==> config.mk <==
export PLATFORM = sky130hd
export DESIGN_NAME = iob_seg7_scan
export DESIGN_NICKNAME = d
export VERILOG_FILES = /design/src/rtl/iob_seg7_pkg.sv /design/src/rtl/iob_seg7_dec.sv /design/src/rtl/iob_seg7_scan.sv
export SDC_FILE = /design/constraint.sdc
export NUM_CORES = 1
export LEC_CHECK = 0
export CAP_MARGIN = 10
export CORE_ASPECT_RATIO = 0.7
export CORE_MARGIN = 1
export CORE_UTILIZATION = 43
export CTS_CLUSTER_DIAMETER = 150
export CTS_CLUSTER_SIZE = 10
export DETAILED_ROUTE_END_ITERATION = 10
export PLACE_DENSITY = 0.71
export SYNTH_ARGS = -nofsm -noshare
export SYNTH_HDL_FRONTEND = slang
export SYNTH_SLANG_ARGS = --single-unit
==> constraint.sdc <==
create_clock -name clk -period 2.8 [get_ports clk]
set_clock_uncertainty 0.1 [all_clocks]
set_input_delay 0.42 -clock clk [delete_from_list [all_inputs] [get_ports clk]]
set_output_delay 0.42 -clock clk [all_outputs]
set_load 0.02 [all_outputs]
==> src/rtl/iob_seg7_pkg.sv <==
// Shared constants for the 4-digit multiplexed 7-segment scanner: blank codes,
// the active-low hex segment table and default timing.
package iob_seg7_pkg;

  localparam int unsigned DIGITS_DEF       = 4;
  localparam int unsigned DIGIT_CYCLES_DEF = 100000;
  localparam int unsigned BLANK_CYCLES_DEF = 16;
  localparam int unsigned CNT_W_DEF        = 17;

  localparam logic [3:0] AN_OFF = 4'hF;
  localparam logic [6:0] CA_OFF = 7'h7F;

  // Indexed by hex value; element 0 is the rightmost entry of the concatenation.
  localparam logic [15:0][6:0] SEG_CODES = {
    7'h0E, 7'h06, 7'h21, 7'h46, 7'h03, 7'h08, 7'h10, 7'h00,
    7'h78, 7'h02, 7'h12, 7'h19, 7'h30, 7'h24, 7'h79, 7'h40
  };

endpackage

==> src/rtl/iob_seg7_dec.sv <==
// Combinational hex nibble to active-low {g,f,e,d,c,b,a} segment decoder.
module iob_seg7_dec
  import iob_seg7_pkg::*;
(
  input  logic [3:0] hex_i,
  output logic [6:0] seg_o
);

  always_comb begin
    seg_o = SEG_CODES[hex_i];
  end

endmodule

==> src/rtl/iob_seg7_scan.sv <==
// Time-multiplexed common-anode display driver with frame-synchronous data
// updates, inter-digit blanking, per-digit enables and leading-zero suppression.
module iob_seg7_scan
  import iob_seg7_pkg::*;
#(
  parameter int unsigned DIGITS       = DIGITS_DEF,
  parameter int unsigned DIGIT_CYCLES = DIGIT_CYCLES_DEF,
  parameter int unsigned BLANK_CYCLES = BLANK_CYCLES_DEF,
  parameter int unsigned CNT_W        = CNT_W_DEF
) (
  input  logic        clk,
  input  logic        rst,
  input  logic [15:0] data_i,
  input  logic        data_we_i,
  input  logic [3:0]  dig_en_i,
  input  logic        lz_en_i,
  output logic [3:0]  disp_an_o,
  output logic [6:0]  disp_ca_o,
  output logic        frame_o
);

  localparam int unsigned      DigW     = $clog2(DIGITS);
  localparam logic [CNT_W-1:0] CntLast  = CNT_W'(DIGIT_CYCLES - 1);
  localparam logic [CNT_W-1:0] CntBlank = CNT_W'(BLANK_CYCLES);
  localparam logic [DigW-1:0]  DigLast  = DigW'(DIGITS - 1);

  logic [CNT_W-1:0] cnt_q, cnt_d;
  logic [DigW-1:0]  dig_q, dig_d;
  logic [15:0]      active_q, active_d;
  logic [15:0]      pend_q, pend_d;
  logic             pend_v_q, pend_v_d;
  logic [3:0]       an_q, an_d;
  logic [6:0]       ca_q, ca_d;
  logic             frame_q, frame_d;

  logic       slot_end;
  logic       frame_end;
  logic       blank;
  logic       suppress;
  logic [3:0] zero_from;
  logic [3:0] nibble;
  logic [6:0] seg;

  assign slot_end  = (cnt_q == CntLast);
  assign frame_end = slot_end && (dig_q == DigLast);
  assign blank     = (cnt_q < CntBlank);
  assign nibble    = active_q[4*dig_q +: 4];

  // zero_from[k]: nibbles k..3 of the displayed value are all zero.
  always_comb begin
    zero_from[3] = (active_q[15:12] == 4'h0);
    zero_from[2] = (active_q[11:8]  == 4'h0) && zero_from[3];
    zero_from[1] = (active_q[7:4]   == 4'h0) && zero_from[2];
    zero_from[0] = (active_q[3:0]   == 4'h0) && zero_from[1];
  end

  assign suppress = !dig_en_i[dig_q] ||
                    (lz_en_i && (dig_q != '0) && zero_from[dig_q]);

  iob_seg7_dec u_dec (
    .hex_i (nibble),
    .seg_o (seg)
  );

  always_comb begin
    cnt_d    = slot_end ? '0 : cnt_q + 1'b1;
    dig_d    = slot_end ? dig_q + 1'b1 : dig_q;
    active_d = active_q;
    pend_d   = pend_q;
    pend_v_d = pend_v_q;

    if (data_we_i) begin
      pend_d   = data_i;
      pend_v_d = 1'b1;
    end
    // A write landing on the boundary bypasses the pending register.
    if (frame_end) begin
      if (data_we_i) begin
        active_d = data_i;
      end else if (pend_v_q) begin
        active_d = pend_q;
      end
      pend_v_d = 1'b0;
    end

    if (blank || suppress) begin
      an_d = AN_OFF;
      ca_d = CA_OFF;
    end else begin
      an_d = ~(4'b0001 << dig_q);
      ca_d = seg;
    end
    frame_d = frame_end;
  end

  always_ff @(posedge clk) begin
    if (rst) begin
      cnt_q    <= '0;
      dig_q    <= '0;
      active_q <= 16'h0000;
      pend_q   <= 16'h0000;
      pend_v_q <= 1'b0;
      an_q     <= AN_OFF;
      ca_q     <= CA_OFF;
      frame_q  <= 1'b0;
    end else begin
      cnt_q    <= cnt_d;
      dig_q    <= dig_d;
      active_q <= active_d;
      pend_q   <= pend_d;
      pend_v_q <= pend_v_d;
      an_q     <= an_d;
      ca_q     <= ca_d;
      frame_q  <= frame_d;
    end
  end

  assign disp_an_o = an_q;
  assign disp_ca_o = ca_q;
  assign frame_o   = frame_q;

endmodule

==> impl_metrics.toml <==
[critical_path]
cp_max_fo = 20
crit_required_ps = 2920
critPathLaunchType = "register"
cp.arrival_ps = 2450
path_class = "register to register"
cp-end-kind = "register"

[synth]
synthMuxAreaShare_pct = 11.8
synth_area_per_cell_um2 = 9.75
yosys_warnings = 0
syn_nets = 346
synth_xor_area_share_pct = 3.18
synth_top_flop_cell = "dfxtp_1"
ys_seq_area_share_pct = 42.2
syn_inst = 311
synth-simple-area-share_pct = 21.0
synth_edf_count = 0
netlist_area_mm2 = 0.00303
synth_top_area_share_pct = 42.2
synth.distinct_cells = 40
synth_top_area_cell = "dfxtp_1"
synth_compound_area_share_pct = 12.0
ys_async_sr_fraction_pct = 0
yosys.area_share.adder_pct = 4.54
ys_seq_elements = 64
synth_top_family_by_area = "simple AND/OR/NAND/NOR gates"
synth.area.top_cells = "dfxtp_1 (42%), mux2_2 (6.7%), nand4_1 (5.2%)"

[floorplanning]
coreArea_mm2 = 0.00679
rows = 25
die_x_um = 102
dieHeight_um = 72.3
die_area_mm2 = 0.00740
pin_count = 36
initial_core_util_pct = 44.7

[clocking]
cts.sinks = 64
h-tree-depth = 3
cts_resized = 0
cts_hold_buf = 0
clock-root-buffer = "clkbuf_8"
cts_buffers = 9
post_cts_buffers = 0
clk_path_buf_depth = 2
path_clk_slew_ps = 70
clk_latency_ps = 350
cts_tree = "done"

[power_and_ir_drop]
vdd_drop_max_mv = 0.258
p_leak_nw = 1.26
p_per_area_mw_per_mm2 = 504

[drt]
wirelength_mm = 6.77
routedWlPerCell_um = 15.3
drt_iter0_markers = 109
vias = 2427
antenna_left = 0
viasPerCell = 5.50
drcViolationCount = 0
first_pass_iters = 5

[cells_and_area]
final_nets = 377
fin_util_pct = 54.0
final_area_mm2 = 0.00367
diodes = 0
drive_above_1_share_pct = 15.6
area_delta_synth_final_pct = 20.9

[sta]
setup_viol = 0
fmax_mhz = 429
max_slew_margin_pct = 25.8
hold_violations = 0
slew_violations = 0
finalCritPeriodShare_pct = 83.3
grt_setup_unrepaired = "no"
layout_min_cycle_time_ps = 2330
worst_slew_pin_slew_ps = 1110
setup_tns_ps = 0

[global_route]
busiest_layer = "met2"
globalRouteOverflowTotal = 0
grt_use_met3_pct = 7.71
grt_pass1_wl_mm = 11.3
grt_max_degree = 24
grt.total_usage_pct = 20.3
use_met1_pct = 28.4
grt_pass1_vias = 2287
antenna_found_initial = 0
grt_use_met2_pct = 28.9

[placed_design]
place_area_mm2 = 0.00346
gp_congestion = 0.845
portBuffers = 35
dp_hpwl_mm = 4.64

[worst_hold_path]
min_path_type = "register to register"

[flow_run]
cap_violations = 0

[run_status]
outcome = "complete, no violations"
## stage by stage
stage                     hold slack, ps  worst slack, ps  instances  power (mW)
after floorplan                      326              604        311        1.01
after global placement               344              537        425        1.05
after detailed placement             357              499        425        1.06
after CTS                            375              482        441        1.88
after global routing                 409              397        441        1.93
final                                372              469        441        1.85
## synthesized netlist by cell type (2+ instances only)
cell type / count
o31ai_1: 18
xnor2_1: 3
nand3_1: 15
o2111ai_1: 2
mux4_2: 6
buf_6: 3
mux2_2: 18
buf_2: 3
or4_1: 2
or4_4: 2
nor2b_1: 18
nand4_1: 25
and4_1: 2
xor2_1: 8
dfxtp_1: 64
nand2_1: 7
nor3_1: 2
mux2i_1: 2
nor4_1: 5
and3_1: 3
nor2_1: 15
o21ai_0: 6
clkbuf_1: 20
or3_1: 4
inv_1: 9
ha_1: 11
a21oi_1: 25
## power breakdown
group / internal [mW] / total (mW) / switching [mW]
logic: 0.0615 / 0.100 / 0.0385
clock network: 0.459 / 0.814 / 0.355
registers: 0.928 / 0.935 / 0.00719
total: 1.45 / 1.85 / 0.401
## routing by layer
layer / share of wire [%] / up-vias
met2: 43 / 77
met5: 0 / -
met1: 50 / 1137
met4: 1.3 / 0
li1: - / 1204
met3: 6.1 / 9
## cell families (layout without fill, tap and decap cells)
kind of cell,count (synthesis),after routing
XOR/XNOR,11,11
adder cells (fa/ha/maj),11,11
AO/OA/AOI/OAI,57,57
multiplexers,26,26
flip-flops,64,64
buffers and inverters,35,71
AND/OR/NAND/NOR,107,107
## state kept, by name, summed over array words and instances (netlist names)
name       count
cnt_q         17
active_q      16
pend_q        16
disp_ca_o      7
disp_an_o      4
dig_q          2
frame_o        1
pend_v_q       1
## final cells by class
type                    count  area [um^2]
fillers                   618         3120
clock inverters             4         52.6
repair buffers             46          433
inverters                   9         33.8
flip-flops and latches     64         1280
clock buffers              12          155
well taps                  94          118
multi-input cells         212         1590
## cell usage in the layout (no fill, tap or decap), types with 3 or more instances in the layout
master and instances:
xor2_1 8, nand3_1 15, buf_4 11, nand4_1 25, nor4_1 5, a21oi_1 25, o21ai_0 6, or3_1 4
inv_1 9, xnor2_1 3, and3_1 3, mux4_2 6, o31ai_1 18, nand2_1 7, nor2b_1 18, dfxtp_1 64
clkbuf_8 11, ha_1 11, nor2_1 15, mux2_2 18, clkinvlp_4 3, clkdlybuf4s50_1 35
## critical path, cell delays in order, from the launching register on
cell	delay (ps)
dfxtp_1	340
or4_4	570
or4_4	690
o21bai_4	390
nor2_1	100
## path summary, 6_finish.rpt
kind | to | from | slack, ps | depth (start not counted)
max reg2reg | cnt_q[6] | cnt_q[11] | 470 | 4
min | cnt_q[0] | cnt_q[0] | 370 | 1
max | cnt_q[6] | cnt_q[11] | 470 | 4
min reg2reg | cnt_q[0] | cnt_q[0] | 370 | 1
No activity file was read; power rests on OpenSTA's default activity.
